--- src/rtl/serial_byte_rx_if.sv ---
// ---------------------------------------------------------------------------
// serial_byte_rx_if
// Byte stream handshake between the serial receiver FIFO and its consumer.
//   data  : head byte of the receive FIFO (valid while valid is high)
//   valid : FIFO non-empty
//   ready : consumer accepts data when valid && ready
// master : the receiver (drives data/valid, samples ready)
// slave  : the consumer (samples data/valid, drives ready)
// ---------------------------------------------------------------------------
interface serial_byte_rx_if;
  logic [7:0] data;
  logic       valid;
  logic       ready;

  modport master (output data, output valid, input ready);
  modport slave  (input data, input valid, output ready);
endinterface

--- src/rtl/serial_byte_rx.sv ---
// ---------------------------------------------------------------------------
// serial_byte_rx
// 8N1, LSB-first asynchronous serial receiver with a small byte FIFO.
// The line is oversampled by a cycle counter: the start bit is re-checked at
// its middle, then each data bit and the stop bit are sampled one bit period
// apart. Good bytes are pushed into a FIFO read through a valid/ready port.
// Ports:
//   wb_clk      : clock, all logic on the rising edge
//   wb_rst_n    : asynchronous active-low reset
//   i_serial    : serial line, idle high
//   rx_bus      : byte output handshake (data / valid / ready)
//   o_frame_err : one-cycle pulse, stop bit sampled low
//   o_overflow  : one-cycle pulse, good byte dropped because the FIFO was full
//   o_busy      : receiver FSM not idle
// ---------------------------------------------------------------------------
module serial_byte_rx #(
  parameter int CLKS_PER_BIT = 16,
  parameter int FIFO_DEPTH   = 4
) (
  input  logic              wb_clk,
  input  logic              wb_rst_n,
  input  logic              i_serial,
  serial_byte_rx_if.master  rx_bus,
  output logic              o_frame_err,
  output logic              o_overflow,
  output logic              o_busy
);

  localparam int CNT_W = $clog2(CLKS_PER_BIT);
  localparam int AW    = $clog2(FIFO_DEPTH);
  localparam logic [CNT_W-1:0] HALF_LAST = CNT_W'(CLKS_PER_BIT / 2 - 1);
  localparam logic [CNT_W-1:0] BIT_LAST  = CNT_W'(CLKS_PER_BIT - 1);

  typedef enum logic [2:0] {IDLE, START, DATA, STOP, WAIT_IDLE} state_t;

  // Input synchronizer; flops come out of reset high (idle line) so reset
  // release never looks like a start bit.
  logic rx_meta_reg, rx_s_reg, rx_prev_reg;

  always_ff @(posedge wb_clk or negedge wb_rst_n) begin
    if (!wb_rst_n) begin
      rx_meta_reg <= 1'b1;
      rx_s_reg    <= 1'b1;
      rx_prev_reg <= 1'b1;
    end else begin
      rx_meta_reg <= i_serial;
      rx_s_reg    <= rx_meta_reg;
      rx_prev_reg <= rx_s_reg;
    end
  end

  // Receiver FSM
  state_t           state_reg, state_next;
  logic [CNT_W-1:0] cnt_reg, cnt_next;
  logic [2:0]       idx_reg, idx_next;
  logic [7:0]       shift_reg, shift_next;
  logic             push;
  logic             frame_err_set;

  always_ff @(posedge wb_clk or negedge wb_rst_n) begin
    if (!wb_rst_n) begin
      state_reg <= IDLE;
      cnt_reg   <= '0;
      idx_reg   <= '0;
      shift_reg <= '0;
    end else begin
      state_reg <= state_next;
      cnt_reg   <= cnt_next;
      idx_reg   <= idx_next;
      shift_reg <= shift_next;
    end
  end

  always_comb begin
    state_next    = state_reg;
    cnt_next      = cnt_reg + 1'b1;
    idx_next      = idx_reg;
    shift_next    = shift_reg;
    push          = 1'b0;
    frame_err_set = 1'b0;
    case (state_reg)
      IDLE: begin
        cnt_next = '0;
        if (rx_prev_reg && !rx_s_reg) state_next = START;
      end
      START: begin
        if (cnt_reg == HALF_LAST) begin
          cnt_next = '0;
          if (rx_s_reg) begin
            state_next = IDLE;          // too short to be a start bit
          end else begin
            state_next = DATA;
            idx_next   = '0;
          end
        end
      end
      DATA: begin
        if (cnt_reg == BIT_LAST) begin
          cnt_next            = '0;
          shift_next[idx_reg] = rx_s_reg;
          if (idx_reg == 3'd7) state_next = STOP;
          else                 idx_next   = idx_reg + 3'd1;
        end
      end
      STOP: begin
        if (cnt_reg == BIT_LAST) begin
          cnt_next = '0;
          if (rx_s_reg) begin
            push       = 1'b1;
            state_next = IDLE;
          end else begin
            frame_err_set = 1'b1;
            state_next    = WAIT_IDLE;
          end
        end
      end
      WAIT_IDLE: begin
        // Hold off a held-low (break) line until it returns high.
        cnt_next = '0;
        if (rx_s_reg) state_next = IDLE;
      end
      default: begin
        cnt_next   = '0;
        state_next = IDLE;
      end
    endcase
  end

  // Receive FIFO. Pointers carry one extra wrap bit to tell full from empty.
  logic [AW:0] wr_ptr_reg, rd_ptr_reg;
  logic [7:0]  mem_reg [FIFO_DEPTH];
  logic        fifo_empty, fifo_full, pop, push_ok;

  assign fifo_empty = (wr_ptr_reg == rd_ptr_reg);
  assign fifo_full  = (wr_ptr_reg[AW] != rd_ptr_reg[AW]) &&
                      (wr_ptr_reg[AW-1:0] == rd_ptr_reg[AW-1:0]);
  assign pop        = !fifo_empty && rx_bus.ready;
  // A pop in the same cycle frees the slot the push needs.
  assign push_ok    = push && (!fifo_full || pop);

  always_ff @(posedge wb_clk or negedge wb_rst_n) begin
    if (!wb_rst_n) begin
      wr_ptr_reg <= '0;
      rd_ptr_reg <= '0;
    end else begin
      if (push_ok) wr_ptr_reg <= wr_ptr_reg + 1'b1;
      if (pop)     rd_ptr_reg <= rd_ptr_reg + 1'b1;
    end
  end

  generate
    for (genvar gi = 0; gi < FIFO_DEPTH; gi++) begin : g_mem
      always_ff @(posedge wb_clk or negedge wb_rst_n) begin
        if (!wb_rst_n)
          mem_reg[gi] <= '0;
        else if (push_ok && (wr_ptr_reg[AW-1:0] == AW'(gi)))
          mem_reg[gi] <= shift_reg;
      end
    end
  endgenerate

  assign rx_bus.data  = mem_reg[rd_ptr_reg[AW-1:0]];
  assign rx_bus.valid = !fifo_empty;

  // Event pulses; a frame error never coincides with a push, so the two
  // pulses are mutually exclusive by construction.
  logic frame_err_reg, overflow_reg;

  always_ff @(posedge wb_clk or negedge wb_rst_n) begin
    if (!wb_rst_n) begin
      frame_err_reg <= 1'b0;
      overflow_reg  <= 1'b0;
    end else begin
      frame_err_reg <= frame_err_set;
      overflow_reg  <= push && !push_ok;
    end
  end

  assign o_frame_err = frame_err_reg;
  assign o_overflow  = overflow_reg;
  assign o_busy      = (state_reg != IDLE);

endmodule

--- src/flat_wrapper.sv ---
// flat-port wrapper written by rule: the top's interface ports become plain ports
module serial_byte_rx_flat 
#(
  parameter int CLKS_PER_BIT = 16,
  parameter int FIFO_DEPTH   = 4
)
  (wb_clk, wb_rst_n, i_serial, o_frame_err, o_overflow, o_busy, rx_bus_data, rx_bus_valid, rx_bus_ready);
  serial_byte_rx_if rx_bus_i ();
  input  logic wb_clk;
  input  logic wb_rst_n;
  input  logic i_serial;
  output logic o_frame_err;
  output logic o_overflow;
  output logic o_busy;
  output wire logic [$bits(rx_bus_i.data)-1:0] rx_bus_data;
  output wire logic [$bits(rx_bus_i.valid)-1:0] rx_bus_valid;
  input wire logic [$bits(rx_bus_i.ready)-1:0] rx_bus_ready;
  assign rx_bus_data = rx_bus_i.data;
  assign rx_bus_valid = rx_bus_i.valid;
  assign rx_bus_i.ready = rx_bus_ready;
  serial_byte_rx #(.CLKS_PER_BIT(CLKS_PER_BIT), .FIFO_DEPTH(FIFO_DEPTH)) u_core (.wb_clk(wb_clk), .wb_rst_n(wb_rst_n), .i_serial(i_serial), .rx_bus(rx_bus_i), .o_frame_err(o_frame_err), .o_overflow(o_overflow), .o_busy(o_busy));
endmodule
--- config.mk ---
export PLATFORM = sky130hd
export DESIGN_NAME = serial_byte_rx_flat
export DESIGN_NICKNAME = d
export VERILOG_FILES = /design/src/rtl/serial_byte_rx_if.sv /design/src/rtl/serial_byte_rx.sv /design/src/flat_wrapper.sv
export SDC_FILE = /design/constraint.sdc
export NUM_CORES = 1
export LEC_CHECK = 0
export CAP_MARGIN = 0
export CORE_MARGIN = 1.5
export CORE_UTILIZATION = 30
export DETAILED_ROUTE_END_ITERATION = 8
export SYNTH_ARGS = -nofsm -noshare
export SYNTH_HDL_FRONTEND = slang
export SYNTH_SLANG_ARGS = --single-unit
--- constraint.sdc ---
create_clock -name wb_clk -period 2.74 [get_ports wb_clk]
set_clock_uncertainty 0.2 [all_clocks]
set_input_delay 0.822 -clock wb_clk [delete_from_list [all_inputs] [get_ports wb_clk]]
set_output_delay 0.822 -clock wb_clk [all_outputs]
set_load 0.03 [all_outputs]
* Yosys cells after proc, flatten, opt, wreduce, memory -nomap -nowiden *
Index checks and enable logic that the tools add are counted.

storage, ports and cells
  flip-flop bits (word level) = 61
  logic and storage cells = 96

operators by class
  add/sub/neg operators = 4
  order comparisons = 3
  equal/unequal tests = 21
  muxes and demuxes = 29
  bitwise operators = 1
  reductions and logical operators = 23

operator list
  kind                   count
  $mux W3                11
  $bmux W8 S2            1
  $mux W8                2
  $pmux W3 S5            1
  $ne A2 B1 Y1 const B   6
  $logic_and A1 B1 Y1    10
  $add A3 B1 Y3 const B  3
  $bwmux W8              1
  $mux W4                2
  $pmux W4 S2            1
  $mux W1                7
  $eq A3 B2 Y1 const B   2
  $eq A3 B3 Y1 const B   2
  $pmux W3 S2            1
  $reduce_and A6 Y1      1
  $reduce_and A5 Y1      1
  $add A4 B1 Y4 const B  1
  $eq A2 B2 Y1 const B   2
  $eq A4 B3 Y1 const B   1
  $eq A4 B4 Y1 const B   1
  $logic_not A1 Y1       4
  $lt A3 B4 Y1 const B   1
  $ne A2 B2 Y1 const B   2
  $demux W1 S3           1
  other kinds (16)       16

* Depth between registers and ports, before layout *
Gate-level depths: netlist of the first run.

  word-level depth = 7
  depth in mapped cells = 6

* Least setup slack after synthesis of the first run *
Ideal clock, no wire load.

  kind = register to output
  start = register u_core.rd_ptr_reg[0]
  end = output rx_bus_data[0]
  arrival = 1.153 ns
  required time = 1.718 ns
  path slack = 0.565 ns
  stages on the path, launching flop included = 3
  path buffers = 1
  cell sequence = dfrtp_1 buf_4 mux4_2

on the way
  cells in the longest elaborated chain, start to end = 4

ends and longest elaborated chain
  element                                      RTL line               text
  start, declared                              serial_byte_rx.sv:130  logic [AW:0] wr_ptr_reg, rd_ptr_reg;
  start signal, assigned                       serial_byte_rx.sv:147  if (pop) rd_ptr_reg <= rd_ptr_reg + 1'b1;
  $not A2 Y3 (not written as such)             serial_byte_rx.sv:162  assign rx_bus.data = mem_reg[rd_ptr_reg[AW-1:0]];
  $bmux W8 S2                                  serial_byte_rx.sv:162
  $mux W8 (not written as such) (2 in series)  serial_byte_rx.sv:162
  end, declared                                flat_wrapper.sv:15     output wire logic [$bits(rx_bus_i.data)-1:0] rx_bus_data;

No other way between the ends. The select of a mux whose other input is x is not followed.

* Worst setup path in the final report of the first run *
  start = register u_core.rd_ptr_reg[1]
  end = output rx_bus_valid

on the way
  cells in the longest elaborated chain, start to end = 2

ends and longest elaborated chain
  element           RTL line               text
  $eq A3 B3 Y1      serial_byte_rx.sv:134  assign fifo_empty = (wr_ptr_reg == rd_ptr_reg);
  $logic_not A1 Y1  serial_byte_rx.sv:163  assign rx_bus.valid = !fifo_empty;
  end, declared     flat_wrapper.sv:16     output wire logic [$bits(rx_bus_i.valid)-1:0] rx_bus_valid;

No other way between the ends.

==> metrics.md, run 1 <==
| Metric | Value |
|---|---|
| Maximum vdd ir drop | `about 270 µV` |
| Pin count of the biggest net entering global routing | `38` |
| Sw Ratio | `23.8%` |
| Most Frequent Cell on Critical Path | `buf_4` |
| Post-CTS Setup Inserts | `0` |
| Cts hold-fix bufs | `0` |
| P_int | `approximately 1.3 mW` |
| Critical Path RT | `1720 ps` |
| Post-synth top area share | `51.1%` |
| Gr ovfl total | `0` |
| Die Ht | `100 µm` |
| CP Launch Type | `register` |
| Register area share after synthesis | `53.9%` |
| Clock Sinks | `a little over 60` |
| Via count | `1606` |
| H-Tree Depth | `3` |
| Avg WL per Cell | `14.8 µm` |
| Row count | `35` |
| Final Critical Period | `2640 ps` |
| Worst reg2reg path depth | `6` |
| Routed vias/inst | `between 4 and 5` |
| Final Core Density | `36.4%` |
| Fin. Hold Viols | `0` |
| Post-synth top flop | `dfrtp_1` |
| Mean Syn Cell Area | `14.3 µm²` |
| Status | `complete, no violations` |
| Relative slew slack | `61.0%` |
| Reg2reg start | `u_core.idx_reg[1]$_DFFE_PN0P_` |
| Seq cells post-synth | `61` |
| Leading area contributor after synthesis | `dfrtp_1` |
| Max-slew violations | `0` |
| CP Max Fanout | `8` |
| Sw Pwr | `0.422 mW` |
| Placer congestion estimate | `0.671` |
| Initial DRT Pass Iterations | `4` |
| First-pass GRT wire length | `between 8000 and 9000 µm` |
| Crit-path leading delay family | `flip-flops` |
| Slew @ Worst Pin | `586 ps` |
| Drc violations | `0` |
| Worst-Skew Late Latency | `between 300 and 400 ps` |
| Critical Path Sink Type | `output port` |
| Logic pwr share | `2.9%` |
| Critical hold path startpoint | `u_core.rx_meta_reg$_DFF_PN1_` |
| Number of I/O port buffers | `15` |
| Worst path max stage delay | `510 ps` |
| Worst-path clk slew | `70 ps` |
| Critical path depth in cells | `4` |
| RSZ-0062 raised after global routing | `false` |
| Flop2flop setup slack | `500 ps` |
| Mapped Area | `2840 µm²` |
| Synth top area cells | `dfrtp_1 (51%), mux2_2 (18%), mux4_2 (6.3%)` |
| Clock buffer depth | `2` |
| Most common cell in the synthesized netlist | `dfrtp_1` |
| Routed WL | `between 5000 and 6000 µm` |
| YS warnings | `0` |
| Die area | `10100 µm²` |
| CORE AREA | `9200 µm²` |
| Share of layout cells above drive strength 1 | `45.3%` |
| Dpl cells | `329` |
| Leakage power | `1.58 nW` |
| Die Width | `roughly 100 µm` |
| CTS tree | `built` |
| Final Cycle Share | `96.3%` |
| DRT iter0 DRCs | `47` |
| Hold Crit Depth | `0` |
| Initial Utilization | `30.9%` |
| Post-synth EDFFs | `0` |
| Fin cells | `345` |
| Worst Path Arrival | `around 1600 ps` |
| Top cells by instance count after synthesis | `dfrtp_1 (58), mux2_2 (45), nor2_1 (11)` |
| Seq pwr share | `51.7%` |
| # fillers | `891` |
| Crit Path Class | `reg -> out` |
| Pwr dens | `529 nW/µm²` |
| Hold Path Class | `reg -> reg` |
| Root buf cell | `clkbuf_8` |
| Number of placed I/O pins | `16` |
| Synthesized instance count | `199` |
| Final setup violation count | `0` |
| R2R Path End | `u_core.idx_reg[1]$_DFFE_PN0P_` |
| Area grow syn2layout | `17.7%` |
| Hold EP | `u_core.rx_s_reg$_DFF_PN1_` |
| Vias in the first global route | `1735` |
| Distinct cells, synth | `33` |
| Asr flop ratio synth | `between 90% and 100%` |
| Fmax | `379 MHz` |
| Crit-path cells | `buf_4 > xnor2_1 > nand3b_1 > buf_4` |
| Clk network pwr share | `45.3%` |
| Max Cap Violations | `0` |
| # diodes | `0` |
| Cts bufs inserted | `9` |
| HPWL Detailed | `about 3400 µm` |
| Buf/Inv on CP | `2` |
| Syn Nets | `211` |
| Post-DRT Antenna Nets | `0` |
| Antenna violations before repair | `0` |
| Final layout net count | `~240` |
| Max reg flops | `32` |
| GR Util All Layers | `11.8%` |
| Slowest CP cell | `dfrtp_2` |
layout make-up:
type	count	area, µm²	share of cell area [%]
flip-flops and latches	61	1530	45.8
multi-input cells	124	1220	36.4
repair buffers	28	239	7.14
well taps	111	139	4.15
clock buffers	9	124	3.70
clock inverters	7	75.1	2.24
inverters	5	18.8	0.561
layer usage:
layer / wire [µm] / up-vias / track usage (%)
li1: - / 776 / -
met1: 2270 / 797 / 14.3
met2: 2530 / 21 / 18.7
met3: 172 / 12 / 3.62
met4: 136 / 0 / 6.83
met5: 0 / - / 0
stage by stage:
| stage | hold WS [ps] | cell area, µm² | worst slack, ps | power (mW) | TNS [ps] |
|---|---|---|---|---|---|
| after floorplan | 145 | 2840 | 565 | 0.954 | 0 |
| final | 157 | 3350 | 103 | 1.77 | 0 |
| after global placement | 149 | 3180 | 80.8 | 0.988 | 0 |
| after detailed placement | 147 | 3180 | 67.3 | 0.988 | 0 |
| after CTS | 157 | 3370 | -20.3 | 1.80 | -20.3 |
| after global routing | 166 | 3350 | 6.62 | 1.84 | 0 |
power groups by stage:
stage / sequential (mW) / combinational [mW] / clock [mW]
floorplan: 0.928 / 0.0263 / 0
global placement: 0.933 / 0.0551 / 0
detailed placement: 0.933 / 0.0550 / 0
CTS: 0.916 / 0.0541 / 0.831
global route: 0.917 / 0.0586 / 0.868
finish: 0.915 / 0.0514 / 0.802
logic make-up after synthesis:
| kind of cell | after synthesis | share of synthesized area, % |
|---|---|---|
| flops | 61 | 53.9 |
| mux | 54 | 24.5 |
| simple gates | 47 | 10.6 |
| buf+inv | 14 | 3.26 |
| xor+xnor | 10 | 3.08 |
| fa+ha+maj | 8 | 3.52 |
| compound gates | 5 | 1.14 |
worst register-to-register path: stages (launching register included):
cell and delay (ps):
dfrtp_1 500, ha_1 250, ha_1 220, nor2_1 90
a22oi_1 70, nor3_1 410, mux2_2 400
placed cells by master, fill, tap and decap left out, drive strengths merged:
master         count
mux2              45
clkdlybuf4s50      4
mux2i              1
xor2               2
bufinv             1
dfstp              3
dfrtp             58
o31ai              1
nand4b             1
clkbuf             9
a22oi              2
nor3               7
o21ai              1
inv                6
or3b               1
a21oi              1
or3                2
mux4               8
and3               2
clkinvlp           3
dlygate4sd2        1
and2               1
nor3b              2
nand4              5
nand3b             3
buf               23
clkinv             2
nor2              11
ha                 8
nand3              6
xnor2              8
nand2              6
what timing repair did:
item / 4_1_cts / 5_1_grt
gates cloned: 0 / 0
pin swaps: 0 / 0
resized for setup: 29 / 8
setup endpoints to repair: 10 / 4
worst max path at each step:
stage	endpoint	start
detailed placement	rx_bus_data[6]	u_core.rd_ptr_reg[0]$_DFFE_PN0P_
global placement	rx_bus_data[6]	u_core.rd_ptr_reg[0]$_DFFE_PN0P_
floorplan	rx_bus_data[0]	u_core.rd_ptr_reg[0]$_DFFE_PN0P_
global route	rx_bus_valid	u_core.rd_ptr_reg[1]$_DFFE_PN0P_
CTS	rx_bus_data[6]	u_core.rd_ptr_reg[0]$_DFFE_PN0P_
finish	rx_bus_valid	u_core.rd_ptr_reg[1]$_DFFE_PN0P_
Power figures use the tool's default switching activity.
==> inputs of run 2 (changes only) <==
Clock period 2.74 ns to 3.1 ns, I/O delays scaled along.
==> run 2 against run 1 <==
Against the previous run: register-to-register slack gained 310 ps; critical endpoint is now o_busy; clock power is 8.5% higher; final area is 0.30% higher.
==> metrics.md, run 2 (same netlist as run 1, synthesis figures left out) <==
| Metric | Value |
|---|---|
| Status | `complete, no violations` |
| Final Critical Period | `approximately 3000 ps` |
| CP Launch Type | `register` |
| Slowest CP cell | `clkdlybuf4s50_1` |
| Crit-path leading delay family | `buffers and inverters` |
| Clock buffer depth | `2 (unchanged)` |
| Number of I/O port buffers | `15 (unchanged)` |
| GR Util All Layers | `11.5% (-0.38 points)` |
| Cts hold-fix bufs | `0 (unchanged)` |
| Via count | `1589 (-1.1%)` |
| Multi-input logic area | `1220 µm² (unchanged)` |
| Post-DRT Antenna Nets | `0 (unchanged)` |
| Pin count of the biggest net entering global routing | `26 (-32%)` |
| Avg WL per Cell | `14.8 µm (+0.19%)` |
| Max-slew violations | `0 (unchanged)` |
| Worst-path clk slew | `70 ps (about the same)` |
| # fillers | `906 (+1.7%)` |
| Hold Path Class | `reg -> reg` |
| Number of placed I/O pins | `16 (unchanged)` |
| Initial DRT Pass Iterations | `4 (unchanged)` |
| Storage element area | `1530 µm² (unchanged)` |
| Fmax | `334 MHz` |
| Power, Total | `1.73 mW (-2.5%)` |
| Gr ovfl total | `0 (unchanged)` |
| Worst Setup Slack, final | `103 ps (+0.341 ps)` |
| Critical Path Sink Type | `output port` |
| Most frequent cells in the layout | `dfrtp_1 (57), mux2_2 (45), nor2_1 (11), clkbuf_8 (10)` |
| H-Tree Depth | `3 (unchanged)` |
| Max Cap Violations | `0 (unchanged)` |
| Die area | `10100 µm² (unchanged)` |
| Setup TNS | `0 ps (unchanged)` |
| Clock Sinks | `61 (unchanged)` |
| Buf/Inv on CP | `1 (-1)` |
| # diodes | `0 (unchanged)` |
| Routed vias/inst | `4.72 (+1.3%)` |
| GR Util met1 | `15.2% (+0.85 points)` |
| Crit-path cells | `or3_2 > clkdlybuf4s50_1` |
| Maximum vdd ir drop | `251 µV (-6.1%)` |
| Antenna violations before repair | `0 (unchanged)` |
| Final setup violation count | `0 (unchanged)` |
| Area grow syn2layout | `18.1%` |
| RSZ-0062 raised after global routing | `false` |
| Cts bufs inserted | `9 (unchanged)` |
| Met2 Use GR | `17.4% (-1.3 points)` |
| Worst-Skew Late Latency | `340 ps (about the same)` |
| Root buf cell | `clkbuf_8` |
| Worst Path Arrival | `1870 ps (+250 ps)` |
| Critical Path RT | `1970 ps (+250 ps)` |
| CP Max Fanout | `10 (+2)` |
| Leakage power | `1.60 nW (+1.2%)` |
| Slew @ Worst Pin | `587 ps (+1.58 ps)` |
| Relative slew slack | `60.9% (-0.11 points)` |
| Final layout net count | `233 (-3.3%)` |
| Fin. Hold Viols | `0 (unchanged)` |
| Initial Utilization | `30.9% (unchanged)` |
| CTS tree | `built` |
| Vias in the first global route | `1706 (-1.7%)` |
| Place WS | `191 ps (+124 ps)` |
| Placer congestion estimate | `0.711 (+5.9%)` |
| Met3 Use GR | `3.13% (-0.49 points)` |
| Die Ht | `100 µm (unchanged)` |
| HPWL Detailed | `3430 µm (-0.25%)` |
| CORE AREA | `9200 µm² (unchanged)` |
| Max reg flops | `32 (unchanged)` |
| Final Cycle Share | `96.7%` |
| Share of layout cells above drive strength 1 | `39.4% (-5.9 points)` |
| First-pass GRT wire length | `8710 µm (-0.63%)` |
| Drc violations | `0 (unchanged)` |
| Worst path max stage delay | `600 ps (+90 ps)` |
| Most common cell after layout, fill and taps aside | `dfrtp_1` |
| Row count | `35 (unchanged)` |
| Routed WL | `4990 µm (-2.1%)` |
| Die Width | `100 µm (unchanged)` |
| Crit Path Class | `reg -> out` |
| Grt peak-use layer | `met2` |
| Pwr dens | `514 nW/µm² (-2.8%)` |
| DRT iter0 DRCs | `48 (+2.1%)` |
run 2: metal layers:
| metal | share of wire [%] | up-vias |
|---|---|---|
| li1 | - | 759 |
| met3 | 2.6 | 7 |
| met2 | 47 | 18 |
| met4 | 1.9 | 0 |
| met1 | 48 | 805 |
| met5 | 0 | - |
run 2: through the flow:
stage	util [%]	cells	hold slack, ps	area [µm²]
after global routing	36.5	337	164	3360
after detailed placement	33.9	321	149	3110
after floorplan	-	199	145	2840
after CTS	36.5	337	160	3350
final	36.5	337	158	3360
after global placement	33.9	321	149	3110
run 2: worst register-to-register path, stage by stage (launching register included):
cell and delay, ps:
dfrtp_1 370, ha_1 240, nand3_1 210, nor3_4 360, nand4_2 390, mux2_2 400
run 2: layout make-up:
type	instances	share of cell area [%]
Clock inverter	6	3.28
Timing Repair Buffer	20	5.97
Clock buffer	10	4.10
Inverter	5	0.559
Tap cell	111	4.14
Sequential cell	61	45.6
Multi-Input combinational cell	124	36.3
run 2: what timing repair did:
item | in CTS | in global routing
gates cloned | 0 | 0
resized for setup | 9 | 1
setup buffers | 0 | 0
setup endpoints to repair | 9 | 1
run 2: path summary, 6_finish.rpt:
path	end	start	slack, ps	depth (start not counted)
max	o_busy	u_core.state_reg[0]$_DFFE_PN0P_	100	2
min	u_core.rx_s_reg$_DFF_PN1_	u_core.rx_meta_reg$_DFF_PN1_	160	0
max reg2reg	u_core.mem_reg[2]$_DFFE_PN0P_	u_core.cnt_reg[0]$_DFF_PN0_	810	5
min reg2reg	u_core.rx_s_reg$_DFF_PN1_	u_core.rx_meta_reg$_DFF_PN1_	160	0
max in group asynchronous	u_core.rx_prev_reg$_DFF_PN1_	wb_rst_n	1640	2
min in group asynchronous	u_core.wr_ptr_reg[2]$_DFFE_PN0P_	wb_rst_n	390	1
run 2: power breakdown:
part | switching [mW] | total [mW] | internal (mW) | leakage (nW)
clock network | 0.316 | 0.870 | 0.554 | 0.119
registers | 0.00926 | 0.812 | 0.803 | 0.839
logic | 0.0276 | 0.0428 | 0.0152 | 0.644
total | 0.353 | 1.73 | 1.37 | 1.60
==> inputs of run 3 (changes only) <==
Settings changed: RECOVER_POWER from default to 50.
==> run 3 against run 2 <==
Against the previous run: wire length about the same; core utilization decreased by 0.26 points; critical path depth unchanged; cell count unchanged; combinational power decreased by 8.2%; highest routed layer unchanged; critical endpoint unchanged.
==> metrics.md, run 3 (same netlist as run 1, synthesis figures left out) <==
| Metric | Value |
|---|---|
| Hold Path Class | `reg -> reg` |
| Final Critical Period | `3000 ps (-0.331 ps)` |
| CP Launch Type | `register` |
| Initial DRT Pass Iterations | `4 (unchanged)` |
| Clock Sinks | `61 (unchanged)` |
| Cts hold-fix bufs | `0 (unchanged)` |
| Most common cell after layout, fill and taps aside | `dfrtp_1` |
| First-pass GRT wire length | `8710 µm (unchanged)` |
| Met3 Use GR | `3.13% (unchanged)` |
| Fin. Hold Viols | `0 (unchanged)` |
| RSZ-0062 raised after global routing | `false` |
| Critical Path Sink Type | `output port` |
| Initial Utilization | `30.9% (unchanged)` |
| Routed WL | `4990 µm (about the same)` |
| Worst path max stage delay | `600 ps (about the same)` |
| CORE AREA | `9200 µm² (unchanged)` |
| Grt peak-use layer | `met2` |
| Crit-path cells | `or3_2 > clkdlybuf4s50_1` |
| Die Width | `100 µm (unchanged)` |
| Root buf cell | `clkbuf_8` |
| Maximum vdd ir drop | `251 µV (about the same)` |
| Clk network pwr share | `50.5% (about the same)` |
| Post-DRT Antenna Nets | `0 (unchanged)` |
| Final Cycle Share | `96.7% (about the same)` |
| Die area | `10100 µm² (unchanged)` |
| Cts bufs inserted | `9 (unchanged)` |
| Share of layout cells above drive strength 1 | `37.6% (-1.8 points)` |
| Final setup violation count | `0 (unchanged)` |
| Relative slew slack | `11.7% (-49 points)` |
| Worst-Skew Late Latency | `340 ps (about the same)` |
| Antenna violations before repair | `0 (unchanged)` |
| Worst Path Arrival | `1870 ps (about the same)` |
| Met2 Use GR | `17.4% (unchanged)` |
| Fmax | `334 MHz (about the same)` |
| Leakage power | `1.59 nW (-1.0%)` |
| Clock buffer depth | `2 (unchanged)` |
| Slowest CP cell | `clkdlybuf4s50_1` |
| Final layout net count | `233 (unchanged)` |
| Avg WL per Cell | `14.8 µm (about the same)` |
| Number of I/O port buffers | `15 (unchanged)` |
| DRT iter0 DRCs | `60 (+25%)` |
| HPWL Detailed | `3430 µm (unchanged)` |
| Sw Pwr | `0.353 mW (about the same)` |
| Gr ovfl total | `0 (unchanged)` |
| Max reg flops | `32 (unchanged)` |
| GR Util All Layers | `11.5% (unchanged)` |
| Most frequent cells in the layout | `dfrtp_1 (57), mux2_2 (45), nor2_1 (11), clkbuf_8 (10)` |
| Critical Path RT | `1970 ps (about the same)` |
| Setup TNS | `0 ps (unchanged)` |
| Post-CTS Setup Inserts | `0 (unchanged)` |
| Pwr dens | `517 nW/µm² (+0.50%)` |
| Sw Ratio | `20.5% (+0.029 points)` |
| # diodes | `0 (unchanged)` |
| Worst-path clk slew | `70 ps (about the same)` |
| Power, Total | `1.72 mW (-0.21%)` |
| Max-slew violations | `0 (unchanged)` |
| Vias in the first global route | `1706 (unchanged)` |
| Logic pwr share | `2.3% (-0.2 points)` |
| Placer congestion estimate | `0.711 (unchanged)` |
| Pin count of the biggest net entering global routing | `26 (unchanged)` |
| Area grow syn2layout | `17.3%` |
| Routed vias/inst | `4.73 (+0.25%)` |
| H-Tree Depth | `3 (unchanged)` |
| P_int | `1.37 mW (-0.24%)` |
| Max Cap Violations | `0 (unchanged)` |
| Crit Path Class | `reg -> out` |
| CP Max Fanout | `10 (unchanged)` |
| Row count | `35 (unchanged)` |
| Drc violations | `0 (unchanged)` |
| Status | `complete, no violations` |
| Die Ht | `100 µm (unchanged)` |
| Via count | `1593 (+0.25%)` |
| Number of placed I/O pins | `16 (unchanged)` |
| Slew @ Worst Pin | `1330 ps (+738 ps)` |
| CTS tree | `built` |
| Seq pwr share | `47.2% (about the same)` |
| GR Util met1 | `15.2% (unchanged)` |
[run 3: changes by cell type in the layout (fill, tap and decap cells not counted)]
cell,previous run,this run
buf_2,1,0
clkbuf_2,0,1
buf_4,3,1
clkbuf_1,0,3
clkdlybuf4s50_1,5,4
buf_12,2,1
dlygate4sd3_1,0,1
dfstp_1,0,1
dfstp_2,3,2
[run 3: path summary, 6_finish.rpt]
path | startpoint | slack, ps | depth (start not counted) | end
max in group asynchronous | wb_rst_n | 760 | 2 | u_core.mem_reg[28]$_DFFE_PN0P_
min | u_core.rx_meta_reg$_DFF_PN1_ | 160 | 0 | u_core.rx_s_reg$_DFF_PN1_
max reg2reg | u_core.state_reg[1]$_DFFE_PN0P_ | 700 | 5 | u_core.shift_reg[0]$_DFFE_PN0P_
max | u_core.state_reg[0]$_DFFE_PN0P_ | 100 | 2 | o_busy
min in group asynchronous | wb_rst_n | 670 | 1 | u_core.wr_ptr_reg[2]$_DFFE_PN0P_
min reg2reg | u_core.rx_meta_reg$_DFF_PN1_ | 160 | 0 | u_core.rx_s_reg$_DFF_PN1_
[run 3: timing repair]
action | CTS | global route
endpoints found under the hold margin | 0 | 0
resized for setup | 9 | 1
endpoints found under the setup margin | 9 | 1
[run 3: stage by stage]
stage / std cells / setup slack (ps) / cell area [µm²] / utilization (%) / hold slack (ps)
2_1_floorplan: 199 / 817 / 2840 / - / 145
3_3_place_gp: 321 / 205 / 3110 / 33.9 / 149
3_5_place_dp: 321 / 191 / 3110 / 33.9 / 149
4_1_cts: 337 / 69.9 / 3350 / 36.5 / 160
5_1_grt: 337 / 36.6 / 3330 / 36.2 / 169
6_report: 337 / 103 / 3330 / 36.2 / 163
[run 3: worst max-delay path, delay by kind of cell (launching register included)]
| kind | cells | cell delay, ps |
|---|---|---|
| buf+inv | 1 | 600 |
| flops | 1 | 470 |
| simple gates | 1 | 450 |
[run 3: layout make-up]
class,count,area [µm²]
sequential,61,1530
clock buffer,10,138
multi-input combinational,124,1220
fill,913,5860
clock inverter,6,110
tap,111,139
timing repair buffer,20,176
inverter,5,18.8
[run 3: metal layers]
| layer | wire length [µm] | part of all wire, % | vias to the layer above |
|---|---|---|---|
| li1 | - | - | 759 |
| met2 | 2350 | 47 | 21 |
| met4 | 96 | 1.9 | 0 |
| met1 | 2400 | 48 | 806 |
| met3 | 138 | 2.8 | 7 |
| met5 | 0 | 0 | - |
[run 3: power groups by stage]
stage,Sequential [mW],Clock [mW],Combinational [mW]
after floorplan,0.820,0,0.0232
after global placement,0.828,0,0.0441
after detailed placement,0.827,0,0.0443
after CTS,0.812,0.896,0.0446
after global routing,0.813,0.932,0.0465
final,0.812,0.870,0.0393
